[src/rtl/wb_arb_pkg.sv]
// Shared definitions for the two-master round-robin Wishbone arbiter:
// FSM state encoding and watchdog counter sizing.
package wb_arb_pkg;

    typedef enum logic [1:0] {
        IDLE = 2'd0,
        GNT0 = 2'd1,
        GNT1 = 2'd2
    } arb_state_e;

    localparam int TIMEOUT_DEFAULT = 255;
    localparam int WDOG_CNT_W      = $clog2(TIMEOUT_DEFAULT + 1);

    function automatic int cnt_width(input int timeout);
        return $clog2(timeout + 1);
    endfunction

endpackage

[src/rtl/wb_arb_wdog.sv]
// Bus watchdog: counts stalled strobe cycles and flags expiry for one cycle
// when the count reaches TIMEOUT. Only instantiated under WB_ARB_TIMEOUT_EN.
module wb_arb_wdog
    import wb_arb_pkg::*;
#(
    parameter int TIMEOUT = TIMEOUT_DEFAULT,
    parameter int CNT_W   = WDOG_CNT_W
) (
    input  logic clk_i,
    input  logic rst_n_i,
    input  logic inc_i,
    input  logic clr_i,
    output logic expire_o
);

    logic [CNT_W-1:0] cnt_q, cnt_d;

    assign expire_o = (cnt_q == CNT_W'(TIMEOUT));

    // Expiry restarts the count so a still-hung slave is reported again later.
    always_comb begin
        cnt_d = cnt_q;
        if (clr_i || expire_o) begin
            cnt_d = '0;
        end else if (inc_i) begin
            cnt_d = cnt_q + CNT_W'(1);
        end
    end

    always_ff @(posedge clk_i or negedge rst_n_i) begin
        if (!rst_n_i) begin
            cnt_q <= '0;
        end else begin
            cnt_q <= cnt_d;
        end
    end

endmodule

[src/rtl/wb_arb_rr.sv]
// Two-master round-robin Wishbone arbiter with lock-preserving grants.
// Define WB_ARB_TIMEOUT_EN to compile in the bus watchdog (wb_arb_wdog).
module wb_arb_rr
    import wb_arb_pkg::*;
#(
    parameter int ADR_W   = 32,
    parameter int DAT_W   = 32,
    parameter int TIMEOUT = TIMEOUT_DEFAULT
) (
    input  logic               clk_i,
    input  logic               rst_n_i,
    input  logic [ADR_W-1:0]   m0_adr_i,
    input  logic [DAT_W-1:0]   m0_dat_i,
    output logic [DAT_W-1:0]   m0_dat_o,
    input  logic [DAT_W/8-1:0] m0_sel_i,
    input  logic               m0_we_i,
    input  logic               m0_cyc_i,
    input  logic               m0_stb_i,
    output logic               m0_ack_o,
    output logic               m0_err_o,
    output logic               m0_rty_o,
    input  logic [ADR_W-1:0]   m1_adr_i,
    input  logic [DAT_W-1:0]   m1_dat_i,
    output logic [DAT_W-1:0]   m1_dat_o,
    input  logic [DAT_W/8-1:0] m1_sel_i,
    input  logic               m1_we_i,
    input  logic               m1_cyc_i,
    input  logic               m1_stb_i,
    output logic               m1_ack_o,
    output logic               m1_err_o,
    output logic               m1_rty_o,
    output logic [ADR_W-1:0]   s_adr_o,
    output logic [DAT_W-1:0]   s_dat_o,
    output logic [DAT_W/8-1:0] s_sel_o,
    output logic               s_we_o,
    output logic               s_cyc_o,
    output logic               s_stb_o,
    input  logic [DAT_W-1:0]   s_dat_i,
    input  logic               s_ack_i,
    input  logic               s_err_i,
    input  logic               s_rty_i,
    output logic [1:0]         gnt_o
);

    if (TIMEOUT < 2 || TIMEOUT > 65535) begin : g_bad_timeout
        $error("wb_arb_rr: TIMEOUT must be in 2..65535");
    end

    arb_state_e state_q, state_d;
    logic       last_q, last_d;
    logic       rst_sync_q;
    logic       own0, own1, mcyc, mstb, timeout;

    // Release of rst_n_i is retimed so the FSM leaves reset on a clock edge.
    always_ff @(posedge clk_i or negedge rst_n_i) begin
        if (!rst_n_i) begin
            rst_sync_q <= 1'b0;
        end else begin
            rst_sync_q <= 1'b1;
        end
    end

    always_comb begin
        state_d = state_q;
        last_d  = last_q;
        case (state_q)
            IDLE: begin
                if (m0_cyc_i && m1_cyc_i) begin
                    state_d = last_q ? GNT0 : GNT1;
                end else if (m0_cyc_i) begin
                    state_d = GNT0;
                end else if (m1_cyc_i) begin
                    state_d = GNT1;
                end
            end
            GNT0: if (!m0_cyc_i) state_d = m1_cyc_i ? GNT1 : IDLE;
            GNT1: if (!m1_cyc_i) state_d = m0_cyc_i ? GNT0 : IDLE;
            default: state_d = IDLE;
        endcase
        if (state_d == GNT0 && state_q != GNT0) last_d = 1'b0;
        if (state_d == GNT1 && state_q != GNT1) last_d = 1'b1;
    end

    always_ff @(posedge clk_i or negedge rst_n_i) begin
        if (!rst_n_i) begin
            state_q <= IDLE;
            last_q  <= 1'b1;
        end else if (!rst_sync_q) begin
            state_q <= IDLE;
            last_q  <= 1'b1;
        end else begin
            state_q <= state_d;
            last_q  <= last_d;
        end
    end

    assign own0  = (state_q == GNT0);
    assign own1  = (state_q == GNT1);
    assign gnt_o = {own1, own0};
    assign mcyc  = (own0 & m0_cyc_i) | (own1 & m1_cyc_i);
    assign mstb  = (own0 & m0_stb_i) | (own1 & m1_stb_i);

`ifdef WB_ARB_TIMEOUT_EN
    logic busy, term_any;

    assign busy     = mcyc & mstb;
    assign term_any = s_ack_i | s_err_i | s_rty_i;

    wb_arb_wdog #(
        .TIMEOUT (TIMEOUT),
        .CNT_W   (cnt_width(TIMEOUT))
    ) u_wdog (
        .clk_i    (clk_i),
        .rst_n_i  (rst_n_i),
        .inc_i    (busy & ~term_any),
        .clr_i    (term_any | (state_d != state_q) | ~rst_sync_q),
        .expire_o (timeout)
    );
`else
    assign timeout = 1'b0;
`endif

    assign s_cyc_o = mcyc & ~timeout;
    assign s_stb_o = mstb & s_cyc_o;

    always_comb begin
        s_adr_o = '0;
        s_dat_o = '0;
        s_sel_o = '0;
        s_we_o  = 1'b0;
        if (own0) begin
            s_adr_o = m0_adr_i;
            s_dat_o = m0_dat_i;
            s_sel_o = m0_sel_i;
            s_we_o  = m0_we_i;
        end else if (own1) begin
            s_adr_o = m1_adr_i;
            s_dat_o = m1_dat_i;
            s_sel_o = m1_sel_i;
            s_we_o  = m1_we_i;
        end
    end

    // A watchdog expiry replaces whatever the slave reports with an error.
    assign m0_dat_o = s_dat_i;
    assign m1_dat_o = s_dat_i;
    assign m0_ack_o = own0 & s_ack_i & ~timeout;
    assign m0_err_o = own0 & (s_err_i | timeout);
    assign m0_rty_o = own0 & s_rty_i & ~timeout;
    assign m1_ack_o = own1 & s_ack_i & ~timeout;
    assign m1_err_o = own1 & (s_err_i | timeout);
    assign m1_rty_o = own1 & s_rty_i & ~timeout;

endmodule

[config.mk]
export PLATFORM = sky130hd
export DESIGN_NAME = wb_arb_rr
export DESIGN_NICKNAME = d
export VERILOG_FILES = /design/src/rtl/wb_arb_pkg.sv /design/src/rtl/wb_arb_wdog.sv /design/src/rtl/wb_arb_rr.sv
export SDC_FILE = /design/constraint.sdc
export NUM_CORES = 1
export LEC_CHECK = 0
export BUFFER_PORTS_ARGS = -buffer_cell sky130_fd_sc_hd__buf_4
export CELL_PAD_IN_SITES_DETAIL_PLACEMENT = 0
export CELL_PAD_IN_SITES_GLOBAL_PLACEMENT = 1
export CORE_AREA = 10 10 118 120
export CTS_BUF_LIST = sky130_fd_sc_hd__clkbuf_2 sky130_fd_sc_hd__clkbuf_4 sky130_fd_sc_hd__clkbuf_8
export CTS_CLUSTER_SIZE = 20
export DETAILED_ROUTE_END_ITERATION = 8
export DIE_AREA = 0 0 128 130
export GPL_ROUTABILITY_DRIVEN = 0
export GPL_TIMING_DRIVEN = 0
export PLACE_DENSITY_LB_ADDON = 0.1
export SYNTH_ARGS = -nofsm -noshare
export SYNTH_HDL_FRONTEND = slang
export SYNTH_SLANG_ARGS = --single-unit
[constraint.sdc]
create_clock -name clk_i -period 1.9 [get_ports clk_i]
set_input_delay 0.475 -clock clk_i [delete_from_list [all_inputs] [get_ports clk_i]]
set_output_delay 0.475 -clock clk_i [all_outputs]
set_load 0.01 [all_outputs]
* Yosys cells after proc, flatten, opt, wreduce, memory -nomap -nowiden
Cells that the tools add are included.
** Word-level totals
- Bits in registers :: 4
- Input bits :: 179
- Output and inout port bits :: 143
- Word-level logic and storage cells :: 48
** Cells by class
- Equality and inequality tests :: 7
- Mux-type cells :: 21
- Bitwise logic cells :: 13
- Reductions and logical operators :: 4
** Operators with widths (number)
- $mux W32 :: 4
- $mux W2 :: 8
- $and A1 B1 Y1 :: 11
- $mux W4 :: 2
- $mux W1 :: 6
- $pmux W2 S3 :: 1
- $eq A2 B1 Y1 const B :: 2
- $eq A2 B2 Y1 const B :: 2
- $logic_and A1 B1 Y1 :: 3
- $ne A3 B1 Y1 const B :: 1
- $logic_not A2 Y1 :: 1
- $ne A2 B1 Y1 const B :: 1
- $ne A2 B2 Y1 const B :: 1
- $or A1 B1 Y1 :: 2

* Depth between registers and ports, before layout
Gate-level depths: netlist of the first run.
- Word-level depth :: 9
- Gate-level depth with buffers :: 4
- Depth with buffers taken out :: 3

* Least setup slack after synthesis of the first run
No wires, ideal clock.
- Kind :: reg-to-output
- Start :: register state_q[0]
- End :: output s_adr_o[0]
- Data arrival time :: 1.054 ns
- Data required time :: 1.425 ns
- Path slack :: 0.371 ns
- Cell stages (with the launch flop) :: 5
- Path buffers :: 2
- Cell sequence :: dfrtp_1 > buf_2 > nor2_4 > buf_4 > a22o_1
** On the way
- Word-level cells in the longest chain between the ends :: 3
- Elaborated cells on any way between the ends :: 4
- Classes of those cells :: eq/ne: 2; mux: 2
** RTL lines
- from (decl) :: RTL line wb_arb_rr.sv:49 : arb_state_e state_q, state_d;
- from (signal assigned) :: RTL line wb_arb_rr.sv:92 : state_q <= state_d;
- $eq A2 B2 Y1 :: RTL line wb_arb_rr.sv:98 : assign own1 = (state_q == GNT1);
- $mux W32 :: RTL line wb_arb_rr.sv:136 : end else if (own1) begin
- $mux W32 * :: RTL line wb_arb_rr.sv:131 : if (own0) begin
- to (decl) :: RTL line wb_arb_rr.sv:32 : output logic [ADR_W-1:0] s_adr_o,
Every way passes the cells marked *; elsewhere a longest branch is shown, timed or not.

* Worst setup path after layout of the first run
- Start :: register state_q[0]
- End :: output s_adr_o[2]
Same word-level chain as after synthesis.

==> results by group, run 1 <==
Finish
  • Final net count: 665
  • Antenna cells: 0
  • Final Cell Area: 4230 um2
  • Fill count: 1267
  • Final Util: 36.2%
  • Area Growth Syn to Fin: 182%
  • Share of layout cells above drive strength 1: 81.2%

Power
  • Internal power: 0.953 mW
  • Sw frac: 31.6%
  • Power per Cell Area: 329 nW/um2
  • Gate power share: 78.5%
  • Lkg Pwr: 2.34 nW
  • Pwr Total: 1.39 mW
  • Clock power share: 14.3%
  • Switch Pwr: 0.441 mW
  • Register share of total power: 7.2%
  • Max IR drop VDD: 320 uV

Logic synthesis
  • Post-synthesis async set-or-reset flop share: 100%
  • Main synth FF type: dfrtp_1
  • Count leader, synth: buf_4
  • Sequential-to-total area share from yosys stat: 6.74%
  • Top post-synthesis cells by count: 74 x buf_4, 69 x a22o_1, 7 x buf_6
  • Synth cell types: 22
  • Syn Inst Count: 182
  • Synth top area share: 40.2%
  • Synth area leader: a22o_1
  • Synth Cell Area: 1500 um2
  • Post-synthesis average cell area: 8.26 um2
  • Post-synth EDFFs: 0
  • Area contributors post-synth: a22o_1 40%, buf_4 37%, buf_6 5.2%
  • Synthesized Nets: 361
  • Synth Register Bits: 4
  • Syn. warnings: 0

Drt
  • Detailed Route WL: 12.0 mm
  • Via count: 2496
  • DRT antenna net count: 0
  • Iteration-0 DRC Markers: 21
  • DR vias/cell: 3.95
  • WL/cell: 18.9 um
  • Initial DRT Pass Iterations: 4
  • DRC: 0

GRT
  • Largest net degree at the start of global routing: 11
  • Tot GR Track Use: 12.1%
  • Vias in the first global route: 2686
  • GRT overflow: 0
  • First-pass GRT wire length: 15.9 mm
  • Initial antenna violation count: 0

Die
  • Row count: 40
  • Die Ht: 130 um
  • Starting Density: 12.8%
  • Core area: 11700 um2
  • I/O pins: 322
  • Die area: 16600 um2
  • Die width: 128 um

STA
  • Fin. Hold Viols: 0
  • Min Tclk post-route: 1.89 ns
  • Layout Skew: 0.00516 ns
  • Max Slew Vio Count: 0
  • FMAX: 528 MHz
  • Smallest hold slack: 0.0489 ns
  • Final setup viols: 0
  • Final period util: 99.6%
  • RSZ-0062 raised after global routing: yes
  • Final worst slack: 0.00684 ns

Setup path
  • Worst-path maximum fanout: 10
  • Nature of the critical path endpoint: output pin
  • Crit-path cells: buf_6 -> nor2_4 -> buf_12 -> buf_6 -> a22o_1 -> buf_4
  • Crit Path Category: flip-flop to output pin
  • CP peak stage delay: 0.38 ns
  • Critical path buffers and inverters: 4
  • Worst path required time: 1.42 ns
  • Nature of the critical path startpoint: flip-flop
  • Critical Path Slowest Stage Cell: dfrtp_1
  • Critical path's top delay family: buffers and inverters
  • Cell repeated most along the worst path: buf_6
  • WP data arrival: 1.42 ns

CTS
  • CTS Hold Bufs: 0
  • CTS Sinks: 4
  • H-Tree Depth: 1
  • Clk slew on worst S/H paths: 0.03 ns
  • Clk root buf: clkbuf_8
  • CTS tree: done
  • Skew-Pair Late Insertion Delay: 0.22 ns
  • Cts bufs inserted: 3
  • Clock buffer depth: 2

Job
  • Max-cap viol count: 0

Placement
  • Hpwl dp: 10.6 mm
  • Pre-CTS setup slack: -0.00263 ns
  • DP Area: 3860 um2
  • Buffers on Ports: 289

Status
  • Outcome: finished, final reports clean

Hold path
  • Worst Hold Class: input pin to asynchronous set/reset pin
path summary, 6_finish.rpt:
check | startpoint | end | slack, ns | cells after the start
max in group asynchronous | rst_n_i | last_q | 1.65 | 1
setup / recovery | state_q[0] | s_adr_o[2] | 0.007 | 6
hold / removal | rst_n_i | rst_sync_q | 0.05 | 1
min in group clk_i | rst_sync_q | last_q | 0.46 | 1
setup reg to reg | state_q[1] | last_q | 0.69 | 4
hold reg to reg | rst_sync_q | last_q | 0.46 | 1
logic make-up (layout without fill, tap and decap cells):
kind of cell	Yosys count	in the layout	share of synthesized area, %
buffers and inverters	83	386	42.8
AOI/OAI and AO/OA	76	76	43.0
and+or+nand+nor	18	18	7.16
DFF	4	4	6.74
other	1	1	0.250
through the flow:
stage	std cells	TNS [ns]
floorplan	182	0
global placement	618	0
detailed placement	618	-0.00263
CTS	629	-0.507
global route	632	-3.02
finish	632	0
flip-flops by register name, indices dropped and copies added, names as in the netlist:
signal	flops
rst_sync_q	1
last_q	1
state_q	2
power groups by stage:
stage,registers [mW],logic (mW),clock network [mW]
after floorplan,0.0987,0.420,0
after global placement,0.100,1.01,0
after detailed placement,0.100,1.01,0
after CTS,0.0998,1.05,0.206
after global routing,0.101,1.17,0.217
final,0.100,1.09,0.199
cell usage in the layout, fill, tap and decap left out, types with 2 or more instances in the layout:
cell type  synthesis  final
o21ai_0            2      2
a21oi_1            2      2
and2_1             6      3
nand3_1            2      2
nor2_1             2      2
and2_4             0      3
a22o_1            69     68
buf_8              0      7
clkbuf_16          0      3
buf_4             74    337
nand2_1            2      2
buf_12             0      2
dfrtp_1            3      2
clkbuf_8           0      3
buf_6              7     32
layout make-up:
type,instances,area (um2),share of cell area (%)
repair buffers,299,2400,56.7
flip-flops and latches,4,103,2.42
well taps,147,184,4.34
multi-input cells,95,782,18.5
clock buffers,4,48.8,1.15
inverters,1,6.26,0.148
plain buffers,82,711,16.8
metal layers:
layer,wire length (um),GRT usage (%),up-vias
met4,0,0.795,0
met5,0,0,-
met2,6760,24.6,156
li1,-,-,1224
met1,4070,11.8,1116
met3,1130,4.46,0
timing repair:
item | in CTS | in global routing
pin swaps | 3 | 15
gates resized for setup | 15 | 38
endpoints found under the setup margin | 74 | 76
setup buffers | 5 | 0
gates cloned | 2 | 3
Power figures use the tool's default switching activity.
==> run 2: changes to the inputs <==
- clock period: 1.9 -> 2.4 ns (I/O delays scaled with it)
==> results by group, run 2 (synthesized netlist as in run 1, its figures left out) <==
STA
  • Final period util: 92.7%
  • Final worst slack: 0.176 ns (was 0.00684 ns)
  • Layout Skew: 0.00516 ns (about the same)
  • Setup TNS: 0 ns (unchanged)
  • Fin. Hold Viols: 0 (unchanged)
  • Max Slew Vio Count: 0 (unchanged)
  • Final setup viols: 0 (unchanged)
  • RSZ-0062 raised after global routing: no (was yes)
  • Min Tclk post-route: 2.22 ns
  • FMAX: 450 MHz

CTS
  • Skew-Pair Late Insertion Delay: 0.22 ns (about the same)
  • Clk slew on worst S/H paths: 0.03 ns (about the same)
  • CTS tree: done (unchanged)
  • CTS Hold Bufs: 0 (unchanged)
  • Clk root buf: clkbuf_8 (unchanged)
  • Clock buffer depth: 2 (unchanged)
  • Setup bufs post-CTS: 0 (was 5)
  • Post-cts sizing count: 0 (was 15)
  • Cts bufs inserted: 3 (unchanged)
  • H-Tree Depth: 1 (unchanged)
  • CTS Sinks: 4 (unchanged)

Power
  • Lkg Pwr: 2.22 nW (was 2.34 nW)
  • Max IR drop VDD: 249 uV (was 320 uV)
  • Power per Cell Area: 262 nW/um2 (was 329 nW/um2)
  • Pwr Total: 1.02 mW (was 1.39 mW)

Finish
  • Final Cell Area: 3910 um2 (was 4230 um2)
  • Commonest non-fill, non-tap cells in the layout: 363 x buf_4, 69 x a22o_1, 7 x buf_6, 6 x and2_1 (was 337 x buf_4, 68 x a22o_1, 32 x buf_6, 7 x buf_8)
  • Antenna cells: 0 (unchanged)
  • Top flop regs: state_q (2), last_q (1), rst_sync_q (1) (unchanged)
  • Most common cell after layout, fill and taps aside: buf_4 (unchanged)
  • Share of layout cells above drive strength 1: 79.6% (was 81.2%)
  • Most flops, register: state_q (unchanged)
  • Largest register FFs: 2 (unchanged)
  • Final net count: 655 (was 665)
  • Area Growth Syn to Fin: 160% (was 182%)

GRT
  • First-pass GRT wire length: 15.6 mm (was 15.9 mm)
  • Initial antenna violation count: 0 (unchanged)
  • GRT overflow: 0 (unchanged)
  • Largest net degree at the start of global routing: 11 (unchanged)
  • Vias in the first global route: 2632 (was 2686)
  • Tot GR Track Use: 11.9% (was 12.1%)

Setup path
  • Reg-to-Reg Start: state_q[0] (was state_q[1])
  • Worst reg-to-reg setup slack: 1.24 ns (was 0.69 ns)
  • R2R Path End: last_q (unchanged)
  • Nature of the critical path endpoint: output pin (unchanged)
  • WP data arrival: 1.62 ns (was 1.42 ns)
  • Worst-path maximum fanout: 10 (unchanged)
  • Worst R2R Path Depth: 3 (was 4)
  • Setup crit start: state_q[0] (unchanged)
  • Nature of the critical path startpoint: flip-flop (unchanged)
  • Crit Path Category: flip-flop to output pin (unchanged)
  • Worst path required time: 1.80 ns (was 1.42 ns)

Placement
  • Hpwl dp: 10.6 mm (unchanged)
  • DP Area: 3860 um2 (unchanged)
  • Buffers on Ports: 289 (unchanged)
  • Pre-CTS setup slack: 0.372 ns (was -0.00263 ns)

Die
  • Row count: 40 (unchanged)
  • Core area: 11700 um2 (unchanged)
  • Die width: 128 um (unchanged)
  • I/O pins: 322 (unchanged)
  • Die area: 16600 um2 (unchanged)
  • Die Ht: 130 um (unchanged)
  • Starting Density: 12.8% (unchanged)

Hold path
  • Worst Hold Class: input pin to asynchronous set/reset pin (unchanged)

Drt
  • DRT antenna net count: 0 (unchanged)
  • Detailed Route WL: 11.6 mm (was 12.0 mm)
  • Iteration-0 DRC Markers: 24 (was 21)
  • Via count: 2443 (was 2496)
  • WL/cell: 18.7 um (was 18.9 um)
  • DRC: 0 (unchanged)
  • Initial DRT Pass Iterations: 4 (unchanged)
  • DR vias/cell: 3.93 (was 3.95)

Job
  • Max-cap viol count: 0 (unchanged)

Status
  • Outcome: finished, final reports clean (unchanged)
run 2: cell types whose count changed in the layout (fill, tap and decap cells not counted), moves of 2 or more:
cell and change:
buf_4 +26, buf_6 -25, buf_8 -7, and2_1 +3
and2_4 -3, clkbuf_16 -3, buf_12 -2
run 2: worst max-delay path by stage:
stage / to / slack [ns] / cells after the start
after floorplan: s_adr_o[0] / 0.75 / 4
after global placement: s_adr_o[2] / 0.38 / 5
after detailed placement: s_adr_o[2] / 0.37 / 5
after CTS: s_dat_o[2] / 0.14 / 5
after global routing: s_dat_o[2] / 0.05 / 5
final: s_dat_o[2] / 0.18 / 5
run 2: critical path: stages, from the launching register on:
cell and delay, ns:
dfrtp_1 0.35, buf_2 0.18, nor2_4 0.32, buf_4 0.25, a22o_1 0.17, buf_4 0.13
run 2: metal layers:
metal	GRT usage, %	routed length [um]
met1	11.4	3940
met2	24.1	6520
met3	4.50	1190
met4	0.795	0
met5	0	0
run 2: final cells by class:
type	instances	area (um2)
fillers	1301	7810
inverters	1	3.75
clock buffers	4	48.8
flip-flops and latches	4	101
multi-input cells	95	758
plain buffers	82	639
well taps	147	184
repair buffers	289	2170
run 2: metrics by stage:
| step | cells | hold WS (ns) | util, % |
|---|---|---|---|
| floorplan | 182 | 0.304 | - |
| global placement | 618 | 0.400 | 32.9 |
| detailed placement | 618 | 0.402 | 32.9 |
| CTS | 622 | 0.170 | 33.3 |
| global route | 622 | 0.167 | 33.3 |
| finish | 622 | 0.174 | 33.3 |
run 2: power by group:
part	internal, mW	switching [mW]	total, mW
Combinational	0.494	0.292	0.786
Sequential	0.0740	0.00452	0.0785
Clock	0.125	0.0332	0.158
Total	0.692	0.330	1.02
==> run 3: changes to the inputs <==
- ABC_AREA: default -> 1
- CELL_PAD_IN_SITES_DETAIL_PLACEMENT: 0 -> 2
- CELL_PAD_IN_SITES_GLOBAL_PLACEMENT: 1 -> 2
- CORE_AREA: 10 10 118 120 -> 10 10 129 143
- DIE_AREA: 0 0 128 130 -> 0 0 139 153
==> results by group, run 3 <==
CTS
  • Clock buffer depth: 2 (unchanged)
  • Cts bufs inserted: 3 (unchanged)
  • Clk root buf: clkbuf_8 (unchanged)
  • CTS Sinks: 4 (unchanged)
  • H-Tree Depth: 1 (unchanged)
  • CTS tree: done (unchanged)
  • Clk slew on worst S/H paths: 0.04 ns (was 0.03 ns)
  • CTS Hold Bufs: 0 (unchanged)
  • Setup bufs post-CTS: 0 (unchanged)
  • Post-cts sizing count: 0 (unchanged)
  • Skew-Pair Late Insertion Delay: 0.22 ns (about the same)

Logic synthesis
  • Synth Cell Area: 1520 um2 (was 1500 um2)
  • Synth cell types: 15 (was 22)
  • Syn. warnings: 0 (unchanged)
  • Post-synth EDFFs: 0 (unchanged)
  • Area contributors post-synth: a22o_1 40%, buf_4 36%, buf_6 5.9% (was a22o_1 40%, buf_4 37%, buf_6 5.2%)
  • Synth top area share: 39.9% (was 40.2%)
  • Main synth FF type: dfrtp_1 (unchanged)
  • Post-synthesis async set-or-reset flop share: 100% (unchanged)
  • Post-synthesis average cell area: 7.82 um2 (was 8.26 um2)
  • Synth area leader: a22o_1 (unchanged)
  • Top post-synthesis cells by count: 72 x buf_4, 69 x a22o_1, 13 x nand2_1 (was 74 x buf_4, 69 x a22o_1, 7 x buf_6)
  • Count leader, synth: buf_4 (unchanged)
  • Syn Inst Count: 194 (was 182)
  • Sequential-to-total area share from yosys stat: 6.68% (was 6.74%)
  • Synthesized Nets: 373 (was 361)
  • Synth Register Bits: 4 (unchanged)

STA
  • Layout Skew: 0.00556 ns (was 0.00516 ns)
  • RSZ-0062 raised after global routing: no (unchanged)
  • Final setup viols: 0 (unchanged)
  • Final period util: 90.9% (was 92.7%)
  • Final worst slack: 0.218 ns (was 0.176 ns)
  • Max Slew Vio Count: 0 (unchanged)
  • FMAX: 458 MHz (was 450 MHz)
  • Min Tclk post-route: 2.18 ns (was 2.22 ns)
  • Setup TNS: 0 ns (unchanged)
  • Fin. Hold Viols: 0 (unchanged)

Drt
  • WL/cell: 20.2 um (was 18.7 um)
  • Via count: 2596 (was 2443)
  • Initial DRT Pass Iterations: 4 (unchanged)
  • DRT antenna net count: 0 (unchanged)
  • DRC: 0 (unchanged)
  • Iteration-0 DRC Markers: 47 (was 24)
  • Detailed Route WL: 13.9 mm (was 11.6 mm)
  • DR vias/cell: 3.78 (was 3.93)

Finish
  • Area of the multi-input gates: 734 um2 (was 758 um2)
  • Fill count: 1890 (was 1301)
  • Non-Filler Instances: 687 (was 622)
  • Area Growth Syn to Fin: 163% (was 160%)
  • Antenna cells: 0 (unchanged)
  • Largest register FFs: 2 (unchanged)
  • Top flop regs: state_q (2), last_q (1), rst_sync_q (1) (unchanged)
  • Final Cell Area: 3990 um2 (was 3910 um2)
  • Most common cell after layout, fill and taps aside: buf_4 (unchanged)
  • Sequential Area: 101 um2 (unchanged)
  • Final net count: 667 (was 655)
  • Most flops, register: state_q (unchanged)
  • Commonest non-fill, non-tap cells in the layout: 361 x buf_4, 69 x a22o_1, 13 x nand2_1, 9 x inv_1, 9 x nor2_1 (was 363 x buf_4, 69 x a22o_1, 7 x buf_6, 6 x and2_1)
  • Share of layout cells above drive strength 1: 77.8% (was 79.6%)

Die
  • Core area: 15500 um2 (was 11700 um2)
  • Die Ht: 153 um (was 130 um)
  • Starting Density: 9.79% (was 12.8%)
  • Die width: 139 um (was 128 um)
  • Row count: 48 (was 40)
  • I/O pins: 322 (unchanged)
  • Die area: 21300 um2 (was 16600 um2)

Placement
  • Hpwl dp: 12.8 mm (was 10.6 mm)
  • Buffers on Ports: 289 (unchanged)
  • Pre-CTS setup slack: 0.396 ns (was 0.372 ns)
  • Placed insts: 683 (was 618)
  • DP Area: 3940 um2 (was 3860 um2)

Job
  • Max-cap viol count: 0 (unchanged)

Status
  • Outcome: finished, final reports clean (unchanged)

Setup path
  • Worst path required time: 1.80 ns (about the same)
  • Nature of the critical path endpoint: output pin (unchanged)
  • WP data arrival: 1.58 ns (was 1.62 ns)
  • Nature of the critical path startpoint: flip-flop (unchanged)
  • Worst-path maximum fanout: 10 (unchanged)
  • Crit Path Category: flip-flop to output pin (unchanged)

Power
  • Max IR drop VDD: 296 uV (was 249 uV)
  • Power per Cell Area: 275 nW/um2 (was 262 nW/um2)
  • Lkg Pwr: 2.28 nW (was 2.22 nW)

GRT
  • First-pass GRT wire length: 19.7 mm (was 15.6 mm)
  • Initial antenna violation count: 0 (unchanged)
  • Tot GR Track Use: 11.8% (was 11.9%)
  • Vias in the first global route: 2789 (was 2632)
  • Largest net degree at the start of global routing: 11 (unchanged)
  • GRT overflow: 0 (unchanged)

Hold path
  • Worst Hold Class: input pin to asynchronous set/reset pin (unchanged)
## run 3: final timing paths
check / start / endpoint / slack (ns) / cells after the start
setup / recovery: state_q[0] / s_dat_o[5] / 0.22 / 6
hold / removal: rst_n_i / rst_sync_q / 0.16 / 1
setup reg to reg: state_q[0] / state_q[0] / 1.35 / 6
hold reg to reg: last_q / last_q / 0.46 / 2
max in group asynchronous: rst_n_i / last_q / 2.04 / 1
min in group clk_i: last_q / last_q / 0.46 / 2
## run 3: kinds of logic after synthesis
| family | share of synthesized area [%] |
|---|---|
| DFF | 6.68 |
| AOI/OAI and AO/OA | 40.9 |
| and+or+nand+nor | 7.26 |
| buffers and inverters | 44.9 |
| other | 0.247 |
## run 3: power by group
| group | switching, mW | total (mW) | internal [mW] |
|---|---|---|---|
| clock network | 0.0402 | 0.165 | 0.125 |
| logic | 0.337 | 0.852 | 0.515 |
| registers | 0.00516 | 0.0792 | 0.0741 |
## run 3: layer usage
layer / part of all wire, % / global-route usage [%]
met1: 32 / 10.9
met2: 56 / 23.6
met3: 11 / 5.33
met4: 0.50 / 1.34
met5: 0 / 0
## run 3: final cells by class
cell class,instances,area share [%]
plain buffers,80,15.8
clock buffers,4,1.22
inverters,12,1.26
multi-input cells,98,18.4
flip-flops and latches,4,2.54
well taps,200,6.28
repair buffers,289,54.4
## run 3: critical path: stages, from the launching register on
cell and delay (ns):
dfrtp_1 0.41, inv_1 0.15, nand2_4 0.08, inv_2 0.20
buf_4 0.23, a22o_1 0.15, buf_4 0.13
## run 3: stage by stage
stage                     util (%)  total power, mW  hold slack [ns]
final                         25.7             1.10            0.165
after global routing          25.7             1.18            0.154
after CTS                     25.7             1.13            0.159
after detailed placement      25.4            0.953            0.400
after global placement        25.4            0.939            0.399
after floorplan                  -            0.439            0.304
